<file path="config.mk">
export PLATFORM = sky130hd
export DESIGN_NAME = alu_writeback_stage
export DESIGN_NICKNAME = d
export VERILOG_FILES = /design/src/rtl/alu_writeback_stage.sv
export SDC_FILE = /design/constraint.sdc
export NUM_CORES = 1
export LEC_CHECK = 0
export BUFFER_PORTS_ARGS = -buffer_cell sky130_fd_sc_hd__clkbuf_2
export CAP_MARGIN = 25
export CORE_MARGIN = 3
export CORE_UTILIZATION = 30
export CTS_BUF_LIST = sky130_fd_sc_hd__clkbuf_8
export CTS_CLUSTER_DIAMETER = 200
export CTS_CLUSTER_SIZE = 30
export DETAILED_ROUTE_END_ITERATION = 8
export GPL_TIMING_DRIVEN = 0
export PLACE_DENSITY = 0.63
export SETUP_SLACK_MARGIN = 0.1
export SLEW_MARGIN = 20
export SYNTH_ARGS = -nofsm -noshare
export SYNTH_HDL_FRONTEND = slang
export SYNTH_SLANG_ARGS = --single-unit
</file>
<file path="constraint.sdc">
create_clock -name Clk -period 1.65 [get_ports Clk]
set_input_delay 0.165 -clock Clk [delete_from_list [all_inputs] [get_ports Clk]]
set_output_delay 0.165 -clock Clk [all_outputs]
set_load 0.1 [all_outputs]
</file>
<file path="src/rtl/alu_writeback_stage.sv">
// -----------------------------------------------------------------------------
// alu_writeback_stage
//
// Execute/writeback stage sitting directly behind the 8-bit ALU. It accepts one
// instruction per cycle while idle, writes ALU results back to the register
// file, performs the data-memory transaction for load/store, and owns the
// architectural overflow flag that feeds the ALU OverflowIn.
//
// Ports
//   Clk, ResetN      clock (rising edge) and asynchronous active-low reset
//   InValid/InReady  instruction handshake from decode (accept = both high)
//   OpIn             ALU opcode for the presented instruction
//   AluOut           ALU result (also the memory address for load/store)
//   AluOverflow      ALU overflow for add/sub
//   StoreData        write data for store
//   DestReg          destination register index
//   OverflowFlag     architectural overflow flag
//   MemReq/MemWrite  memory request and direction, held until ack or timeout
//   MemAddr/MemWData memory address and write data, stable while MemReq
//   MemRData/MemAck  memory read data and completion strobe
//   RegWrite         one-cycle register-file write strobe
//   RegWAddr/RegWData register-file write index and data (hold when idle)
//   Halted           sticky, set by halt
//   MemError         sticky, set by a memory timeout
// -----------------------------------------------------------------------------
module alu_writeback_stage #(
    parameter int unsigned REG_ADDR_W  = 3,
    parameter int unsigned MEM_TIMEOUT = 255
) (
    input  logic                  Clk,
    input  logic                  ResetN,
    input  logic                  InValid,
    output logic                  InReady,
    input  logic [3:0]            OpIn,
    input  logic [7:0]            AluOut,
    input  logic                  AluOverflow,
    input  logic [7:0]            StoreData,
    input  logic [REG_ADDR_W-1:0] DestReg,
    output logic                  OverflowFlag,
    output logic                  MemReq,
    output logic                  MemWrite,
    output logic [7:0]            MemAddr,
    output logic [7:0]            MemWData,
    input  logic [7:0]            MemRData,
    input  logic                  MemAck,
    output logic                  RegWrite,
    output logic [REG_ADDR_W-1:0] RegWAddr,
    output logic [7:0]            RegWData,
    output logic                  Halted,
    output logic                  MemError
);

    localparam logic [3:0] OpAdd   = 4'b0000;
    localparam logic [3:0] OpSub   = 4'b0001;
    localparam logic [3:0] OpLoad  = 4'b0010;
    localparam logic [3:0] OpStore = 4'b0011;
    localparam logic [3:0] OpRst   = 4'b1010;
    localparam logic [3:0] OpHalt  = 4'b1011;

    localparam logic [7:0] TimeoutLimit = 8'(MEM_TIMEOUT);

    typedef enum logic [1:0] {
        StIdle,
        StMemWait,
        StHalted
    } stateT;

    stateT                 stateQ, stateD;
    logic [7:0]            timeoutCntQ, timeoutCntD;
    logic [7:0]            timeoutCntInc;
    logic                  overflowFlagQ, overflowFlagD;
    logic                  haltedQ, haltedD;
    logic                  memErrorQ, memErrorD;
    logic                  memReqQ, memReqD;
    logic                  memWriteQ, memWriteD;
    logic [7:0]            memAddrQ, memAddrD;
    logic [7:0]            memWDataQ, memWDataD;
    logic [REG_ADDR_W-1:0] pendDestQ, pendDestD;
    logic                  regWriteQ, regWriteD;
    logic [REG_ADDR_W-1:0] regWAddrQ, regWAddrD;
    logic [7:0]            regWDataQ, regWDataD;
    logic                  accept;

    // Qualified with ResetN so decode never sees a ready stage while reset is held.
    assign InReady = (stateQ == StIdle) && ResetN;
    assign accept  = InValid && InReady;

    assign timeoutCntInc = timeoutCntQ + 8'd1;

    always_comb begin
        stateD        = stateQ;
        timeoutCntD   = timeoutCntQ;
        overflowFlagD = overflowFlagQ;
        haltedD       = haltedQ;
        memErrorD     = memErrorQ;
        memReqD       = memReqQ;
        memWriteD     = memWriteQ;
        memAddrD      = memAddrQ;
        memWDataD     = memWDataQ;
        pendDestD     = pendDestQ;
        regWriteD     = 1'b0;
        regWAddrD     = regWAddrQ;
        regWDataD     = regWDataQ;

        unique case (stateQ)
            StIdle: begin
                if (accept) begin
                    case (OpIn)
                        OpAdd, OpSub: begin
                            regWriteD     = 1'b1;
                            regWAddrD     = DestReg;
                            regWDataD     = AluOut;
                            overflowFlagD = AluOverflow;
                        end
                        OpLoad, OpStore: begin
                            stateD      = StMemWait;
                            timeoutCntD = 8'd0;
                            memReqD     = 1'b1;
                            memWriteD   = (OpIn == OpStore);
                            memAddrD    = AluOut;
                            memWDataD   = StoreData;
                            pendDestD   = DestReg;
                        end
                        OpRst: begin
                            overflowFlagD = 1'b0;
                        end
                        OpHalt: begin
                            haltedD = 1'b1;
                            stateD  = StHalted;
                        end
                        default: begin
                            // Remaining ALU operations write back without touching the flag.
                            regWriteD = 1'b1;
                            regWAddrD = DestReg;
                            regWDataD = AluOut;
                        end
                    endcase
                end
            end

            StMemWait: begin
                if (MemAck) begin
                    // An ack on the same edge the limit is reached still completes.
                    stateD      = StIdle;
                    timeoutCntD = 8'd0;
                    memReqD     = 1'b0;
                    if (!memWriteQ) begin
                        regWriteD = 1'b1;
                        regWAddrD = pendDestQ;
                        regWDataD = MemRData;
                    end
                end else if (timeoutCntInc == TimeoutLimit) begin
                    stateD      = StIdle;
                    timeoutCntD = 8'd0;
                    memReqD     = 1'b0;
                    memErrorD   = 1'b1;
                end else begin
                    timeoutCntD = timeoutCntInc;
                end
            end

            StHalted: begin
                // Absorbing until reset.
            end

            default: begin
                stateD  = StIdle;
                memReqD = 1'b0;
            end
        endcase
    end

    always_ff @(posedge Clk or negedge ResetN) begin
        if (!ResetN) begin
            stateQ        <= StIdle;
            timeoutCntQ   <= 8'd0;
            overflowFlagQ <= 1'b0;
            haltedQ       <= 1'b0;
            memErrorQ     <= 1'b0;
            memReqQ       <= 1'b0;
            memWriteQ     <= 1'b0;
            memAddrQ      <= 8'd0;
            memWDataQ     <= 8'd0;
            pendDestQ     <= '0;
            regWriteQ     <= 1'b0;
            regWAddrQ     <= '0;
            regWDataQ     <= 8'd0;
        end else begin
            stateQ        <= stateD;
            timeoutCntQ   <= timeoutCntD;
            overflowFlagQ <= overflowFlagD;
            haltedQ       <= haltedD;
            memErrorQ     <= memErrorD;
            memReqQ       <= memReqD;
            memWriteQ     <= memWriteD;
            memAddrQ      <= memAddrD;
            memWDataQ     <= memWDataD;
            pendDestQ     <= pendDestD;
            regWriteQ     <= regWriteD;
            regWAddrQ     <= regWAddrD;
            regWDataQ     <= regWDataD;
        end
    end

    assign OverflowFlag = overflowFlagQ;
    assign Halted       = haltedQ;
    assign MemError     = memErrorQ;
    assign MemReq       = memReqQ;
    assign MemWrite     = memWriteQ;
    assign MemAddr      = memAddrQ;
    assign MemWData     = memWDataQ;
    assign RegWrite     = regWriteQ;
    assign RegWAddr     = regWAddrQ;
    assign RegWData     = regWDataQ;

endmodule

</file>
### Word level (Yosys, flattened, before mapping)

Cells that the tools add are included.

* equal/unequal tests: 15
* mux-type cells: 31
* reduce and logical (&&, ||, !) cells: 17
* bitwise operators: 2
* $add $sub $neg: 1

Operator list (count)
* $mux W8: 8
* $pmux W8 S2: 2
* $reduce_and A3 Y1: 5
* $mux W3: 4
* $add A8 B1 Y8 const B: 1
* $eq A4 B2 Y1 const B: 2
* $eq A4 B4 Y1 const B: 2
* $eq A8 B8 Y1 const B: 1
* $mux W1: 8
* $ne A2 B2 Y1 const B: 4
* $reduce_and A4 Y1: 2
* $mux W2: 3
* $pmux W2 S3: 1
* $pmux W3 S2: 1
* $reduce_and A5 Y1: 1
* $eq A4 B1 Y1 const B: 1
* $logic_not A4 Y1: 1
* $pmux W1 S2: 2
* $pmux W2 S2: 1
* $reduce_bool A2 Y1: 2
* $reduce_or A2 Y1: 2
* $reduce_or A4 Y1: 1
* $ne A3 B1 Y1 const B: 1
* $ne A3 B3 Y1 const B: 1
* other kinds (7): 9

* flip-flop bits (word level): 46
* bits of input ports: 36

### Logic depth before layout (Yosys ltp)

Gate-level depths: netlist of the first run.

* word-level depth: 5
* mapped depth: 7
* gate-level depth less buffers: 7

### Worst setup path before layout of the first run

OpenSTA, ideal clock, no wires.

* path type: reg2reg
* start point: register memWriteQ (netlist: MemWrite)
* end point: register regWAddrQ[2] (netlist: RegWAddr[2])
* required time: 1.516 ns
* cell stages (with the launch flop): 5
* slack: -0.171 ns
* arrival: 1.687 ns
* library setup time: 0.134 ns
* cell sequence: dfrtp_1 > inv_1 > a32oi_1 > clkbuf_1 > o21ai_0

* longest elaborated chain between the ends: 2

Ends and longest elaborated chain
* from (decl): line 75 `logic memWriteQ, memWriteD;`
* from (signal assigned): line 195 `memWriteQ <= memWriteD;`
* $ne A2 B2 Y1 (no line)
* $reduce_and A5 Y1 (no line)
* to (signal assigned): line 200 `regWAddrQ <= regWAddrD;`
* to (decl): line 80 `logic [REG_ADDR_W-1:0] regWAddrQ, regWAddrD;`

Every way passes these cells.
A chain may end at the register's enable or synchronous reset.

### Worst setup path after layout of the first run

* start point: register stateQ[1]
* end point: register timeoutCntQ[7]

* longest elaborated chain between the ends: 5

Ends and longest elaborated chain
* from (decl): line 68 `stateT stateQ, stateD;`
* from (signal assigned): line 175 `stateQ <= StIdle;`
* from (signal assigned): line 189 `stateQ <= stateD;`
* $logic_not A2 Y1: line 85, 105
* $logic_and A1 B1 Y1: line 85 `assign InReady = (stateQ == StIdle) && ResetN;`
* $logic_and A1 B1 Y1: line 86 `assign accept = InValid && InReady;`
* $ne A2 B2 Y1 (no line)
* $reduce_and A3 Y1 (no line)
* to (signal assigned): line 190 `timeoutCntQ <= timeoutCntD;`
* to (decl): line 69 `logic [7:0] timeoutCntQ, timeoutCntD;`

Several ways; a longest one is shown, not always the timed one.

==> key figures, run 1 <==
Timing
  – Final Slew Violations: 0
  – Minimum clock period: 1.71 ns
  – Worst slew margin: 63.1%
  – Final Hold Viols: 46
  – Worst Tran Pin Value: 0.556 ns
  – Final Setup Violations: 6
  – Worst Clk Skew: 0.00940 ns
  – Tcrit/Tclk final: 104%
  – Hold WS: -0.214 ns
  – Max Freq: 585 MHz
  – Setup ws final: -0.0597 ns
  – RSZ-0062 raised after global routing: true

Placed design
  – # port buffers: 69
  – Gpl congestion: 0.838
  – Placed cells: 330
  – Post-detailed-placement half-perimeter wirelength: 3360 um
  – Worst slack at placement: -0.505 ns
  – Placed Area: 2550 sq um

CTS
  – Clk slew on worst S/H paths: 0.09 ns
  – Clock Latency Late Sink: 0.30 ns
  – Root Driver: clkbuf_8
  – CTS Buffer Depth: 2
  – # clock sinks: 46
  – H-tree depth: 2
  – CTS tree: yes
  – TritonCTS Buffers: 5

Pwr
  – P_int: 2300 uW
  – Total net switching power: 2250 uW
  – Pleak: 0.00157 uW
  – Switching Share: 49.4%
  – Combinational Power Share: 48.5%
  – Power density over the cells: 1430 nW/um^2
  – Reg power frac: 33.3%
  – Clock power share: 18.3%
  – Peak supply drop: 857 uV
  – Power consumption: 4550 uW

Logic synthesis
  – Synth warn: 0
  – Mapped Nets: 222
  – Mapped cell area: 2060 sq um
  – Avg Cell Area, Syn: 11.2 sq um
  – Post-synthesis sequential area ratio: 55.8%
  – Seq cells post-synth: 46
  – Syn Inst Count: 184
  – Synth unique cells: 35

Floorplanning
  – I/O pin count: 70
  – Die ar.: 7910 sq um
  – Core Region: 6490 sq um
  – Die H: 89.0 um
  – Standard-cell rows: 29
  – Die Wd: 89.0 um
  – Starting Density: 31.8%

Outcome
  – Violated checks: hold timing, setup timing
  – Outcome: finished, violations left

Route
  – Drt drc: 0
  – Drt pass-1 iters: 4
  – Avg Vias per Cell: 4.90
  – Starting DRT DRC Count: 29
  – Via Count: 1,750
  – Antenna violation net count after detailed routing: 0
  – DR WL/cell: 15.1 um
  – Final wirelength: 5370 um

Cells and area
  – Ant. Diodes: 0
  – Final Net Count: 317
  – Layout area overhead: 54.3%
  – Commonest non-fill, non-tap cell in the layout: clkbuf_2
  – Final Cell Area: 3190 sq um
  – Most frequent cells in the layout: 67 x clkbuf_2, 41 x dfrtp_1, 19 x mux2_4
  – Final cell count without fillers: 357
  – Share of cells above drive strength 1: 57.1%
  – Fill cells: 606

Critical path
  – Arr. time, crit path: 1.94 ns
  – WS Path Type: reg2reg
  – Crit path required time: 1.88 ns
  – CP startpoint kind: flip-flop
  – Crit-path max FO: 7
  – CP Capture Type: flip-flop

Global route
  – First-pass GRT wire length: 7900 um
  – Pin count of the biggest net entering global routing: 50
  – Antenna violations before repair: 0
  – Overall Global Routing Usage: 12.8%
  – Vias in the first global route: 1,681
  – Global route total overflow: 0

Min path
  – Worst hold path class: in2async

Flow run
  – Maxcap violations: 0
[worst paths after layout]
path	startpoint	to	slack [ns]	cells after the start
min in group Clk	StoreData[0]	MemWData[0]	0.10	2
setup reg to reg	stateQ[1]	timeoutCntQ[7]	-0.06	6
hold reg to reg	Halted	Halted	0.47	1
max in group asynchronous	ResetN	MemWrite	1.54	1
hold / removal	ResetN	RegWrite	-0.21	1
setup / recovery	stateQ[1]	timeoutCntQ[7]	-0.06	6
[timing repair]
action,in CTS,in global routing
buffers inserted,4,11
gates resized for setup,14,84
setup endpoints to repair,41,41
endpoints found under the hold margin,46,46
pin swaps,4,5
cloned,0,4
[power groups by stage]
stage / combinational, uW / sequential, uW / clock, uW
detailed placement: 1920 / 1510 / 0
global placement: 1910 / 1510 / 0
floorplan: 269 / 2810 / 0
CTS: 1970 / 1490 / 854
finish: 2210 / 1510 / 831
global route: 2300 / 1550 / 897
[layout make-up]
cell class / instances / area [sq um] / area share [%]
flip-flops and latches: 46 / 1160 / 36.3
multi-input cells: 124 / 1130 / 35.6
repair buffers: 88 / 578 / 18.1
well taps: 77 / 96.3 / 3.02
plain buffers: 6 / 80.1 / 2.51
clock buffers: 5 / 68.8 / 2.16
clock inverters: 3 / 41.3 / 1.30
inverters: 8 / 30.0 / 0.943
[sequential cells by signal, summed over array words and instances, names as in the netlist]
signal,flops
MemWData,8
MemReq,1
stateQ,2
MemAddr,8
Halted,1
RegWData,8
MemError,1
RegWrite,1
pendDestQ,3
OverflowFlag,1
MemWrite,1
timeoutCntQ,8
RegWAddr,3
[metrics by stage]
| stage | TNS (ns) | util (%) |
|---|---|---|
| final | -0.127 | 49.0 |
| after global routing | -0.664 | 49.0 |
| after CTS | -0.0583 | 42.4 |
| after detailed placement | -15.72 | 39.2 |
| after global placement | -34.12 | 39.2 |
| after floorplan | 0 | - |
[metal layers]
layer,vias up,wire length (um),track usage [%]
met1,854,2390,15.9
met2,51,2600,21.9
met4,0,51,4.06
li1,841,-,-
met5,-,0,0
met3,4,331,3.23
[cells in the mapped netlist]
cell type / count / area [sq um]
a31oi_1: 4 / 25.0
clkbuf_1: 1 / 3.75
nor3_1: 4 / 20.0
mux2_1: 19 / 214
nand3b_1: 1 / 7.51
nand2b_1: 4 / 25.0
nor2_1: 5 / 18.8
nor4_1: 2 / 12.5
or3b_2: 1 / 8.76
o21ai_0: 15 / 75.1
a21oi_1: 8 / 40.0
a211oi_1: 1 / 7.51
or2_2: 1 / 6.26
o21ai_1: 5 / 25.0
and2_1: 2 / 12.5
mux2i_1: 11 / 110
ha_1: 2 / 25.0
nand4_1: 1 / 6.26
dfrtp_1: 46 / 1150
a41o_1: 1 / 10.0
nor2b_1: 1 / 6.26
o21bai_1: 1 / 7.51
buf_2: 4 / 20.0
a21o_1: 2 / 15.0
or3_1: 4 / 25.0
nand2_1: 18 / 67.6
nand3_1: 5 / 25.0
nand2b_4: 1 / 13.8
a21boi_0: 1 / 7.51
buf_4: 1 / 7.51
a211o_1: 1 / 8.76
mux2_2: 1 / 11.3
and3_1: 1 / 6.26
inv_1: 8 / 30.0
a32oi_1: 1 / 8.76
[worst max-delay path: stages, from the launching register on]
cell and delay, ns:
dfrtp_2 0.45, nor2b_1 0.14, buf_4 0.17, nand2b_4 0.09, a211o_4 0.36, or3_1 0.37
o21ai_2 0.06
[cells by family (layout without fill, tap and decap cells)]
kind of cell	Yosys count	count (layout)	share of synthesized area, %
fa+ha+maj	2	2	1.21
buf+inv	14	110	2.97
flops	46	46	55.8
simple gates	51	51	12.7
compound gates	40	40	11.2
mux	31	31	16.2
(Power assumes the default switching activity.)
==> run 2: changes to the inputs <==
PLACE_DENSITY = 0.61   (was 0.63)
SKIP_CTS_REPAIR_TIMING = 1   (was not set)
==> key figures, run 2 (synthesis gave the netlist of run 1 again) <==
Outcome
  – Outcome: finished, violations left
  – Violated checks: hold timing, setup timing

Timing
  – Hold WS: -0.251 ns
  – Final Slew Violations: 0
  – Worst Clk Skew: 0.00744 ns
  – Minimum clock period: 1.71 ns
  – Setup ws final: -0.0612 ns
  – Worst slew margin: 62.4%
  – RSZ-0062 raised after global routing: true
  – Final Hold Viols: 46
  – Max Freq: 584 MHz
  – Final Setup Violations: 8
  – Tcrit/Tclk final: 104%
  – Worst Tran Pin Value: 0.566 ns

Critical path
  – CP startpoint kind: flip-flop
  – Crit-path max FO: 6
  – Crit path required time: 1.87 ns
  – Cell family with the largest share of critical-path delay: compound AO/OA/AOI/OAI gates
  – Arr. time, crit path: 1.93 ns
  – Bufs and invs on worst path: 0
  – Cells along the critical path: ha_4 -> nand2b_4 -> o21ai_4 -> a211o_4 -> or3_1 -> o21ai_1
  – WS Path Type: reg2reg
  – Biggest cell delay along the critical path: 0.45 ns
  – CP Capture Type: flip-flop
  – Worst path slowest cell: dfrtp_2

Global route
  – Global route total overflow: 0
  – Overall Global Routing Usage: 13.1%
  – Pin count of the biggest net entering global routing: 50
  – Antenna violations before repair: 0
  – Vias in the first global route: 1,639
  – First-pass GRT wire length: 7890 um

CTS
  – TritonCTS Buffers: 5
  – CTS tree: yes
  – Clock Latency Late Sink: 0.30 ns
  – # clock sinks: 46
  – CTS Buffer Depth: 2
  – Clk slew on worst S/H paths: 0.09 ns
  – Root Driver: clkbuf_8
  – H-tree depth: 2

Cells and area
  – Most frequent cells in the layout: 67 x clkbuf_2, 41 x dfrtp_1, 19 x mux2_4
  – Share of cells above drive strength 1: 49.2%
  – Register area: 1160 sq um
  – Commonest non-fill, non-tap cell in the layout: clkbuf_2
  – Final Net Count: 303
  – Area of the multi-input gates: 1070 sq um
  – Ant. Diodes: 0
  – Fill cells: 614
  – Final Cell Area: 2920 sq um
  – Layout area overhead: 41.5%

Pwr
  – Pleak: 0.00143 uW
  – Combinational Power Share: 49.0%
  – Total net switching power: 2200 uW
  – P_int: 2080 uW
  – Power consumption: 4280 uW
  – Power density over the cells: 1470 nW/um^2
  – Switching Share: 51.4%
  – Peak supply drop: 713 uV
  – Clock power share: 15.7%
  – Reg power frac: 35.3%

Min path
  – Worst hold path class: in2async

Route
  – Antenna violation net count after detailed routing: 0
  – Avg Vias per Cell: 4.98
  – Via Count: 1,707
  – Final wirelength: 5090 um
  – DR WL/cell: 14.8 um
  – Drt pass-1 iters: 4
  – Starting DRT DRC Count: 41
  – Drt drc: 0

Floorplanning
  – Die ar.: 7910 sq um
  – Standard-cell rows: 29
  – I/O pin count: 70
  – Core Region: 6490 sq um
  – Die Wd: 89.0 um
  – Die H: 89.0 um
  – Starting Density: 31.8%

Placed design
  – Post-detailed-placement half-perimeter wirelength: 3430 um
  – Placed Area: 2550 sq um
  – # port buffers: 69
  – Gpl congestion: 0.758

Flow run
  – Maxcap violations: 0
-- run 2: cell count changes in the layout (fill, tap and decap cells not counted), sizes merged --
| cell | delta |
|---|---|
| buf | -11 |
| bufinv | -1 |
| clkbuf | -3 |
| inv | +1 |
-- run 2: cell type report --
class                      count  share of cell area (%)
sequential                    46                    39.6
inverter                       8                    1.03
clock inverter                 3                   0.514
clock buffer                   5                    2.36
tap                           77                    3.30
buffer                         6                    2.78
multi-input combinational    124                    36.6
timing repair buffer          74                    13.8
-- run 2: power groups by stage --
| stage | sequential, uW | clock (uW) | combinational, uW |
|---|---|---|---|
| after global placement | 1500 | 0 | 1910 |
| after floorplan | 2810 | 0 | 269 |
| after global routing | 1540 | 751 | 2190 |
| after CTS | 1490 | 704 | 1920 |
| after detailed placement | 1510 | 0 | 1920 |
| final | 1510 | 671 | 2100 |
-- run 2: worst reg2reg max path, stage by stage, from the launching register on --
cell and delay, ns:
dfrtp_2 0.45, ha_4 0.18, nand2b_4 0.16, o21ai_4 0.08
a211o_4 0.38, or3_1 0.31, o21ai_1 0.08
-- run 2: worst paths after layout --
path                                start        endpoint  slack, ns  cells past startpoint
max                        timeoutCntQ[1]  timeoutCntQ[7]      -0.06                      6
min                                ResetN     RegWData[7]      -0.25                      1
max reg2reg                timeoutCntQ[1]  timeoutCntQ[7]      -0.06                      6
min reg2reg                        Halted          Halted       0.46                      1
max in group asynchronous          ResetN       stateQ[1]       1.61                      1
min in group Clk             StoreData[1]     MemWData[1]       0.09                      2
-- run 2: metrics by stage --
stage	hold slack (ns)	setup slack [ns]	util [%]	TNS, ns	instances
after floorplan	-0.131	0.0948	-	0	184
after global placement	0.375	-0.901	39.2	-34.77	330
after detailed placement	0.279	-0.509	39.2	-17.20	330
after CTS	-0.0570	-0.285	40.5	-6.01	338
after global routing	-0.231	-0.161	45.0	-1.05	343
final	-0.251	-0.0612	45.0	-0.275	343
-- run 2: per-layer routing --
metal,wire [um],vias to the layer above,track usage (%)
met3,313,7,3.87
met1,2240,826,16.7
li1,-,818,-
met4,99,0,4.87
met5,0,-,0
met2,2430,56,21.3
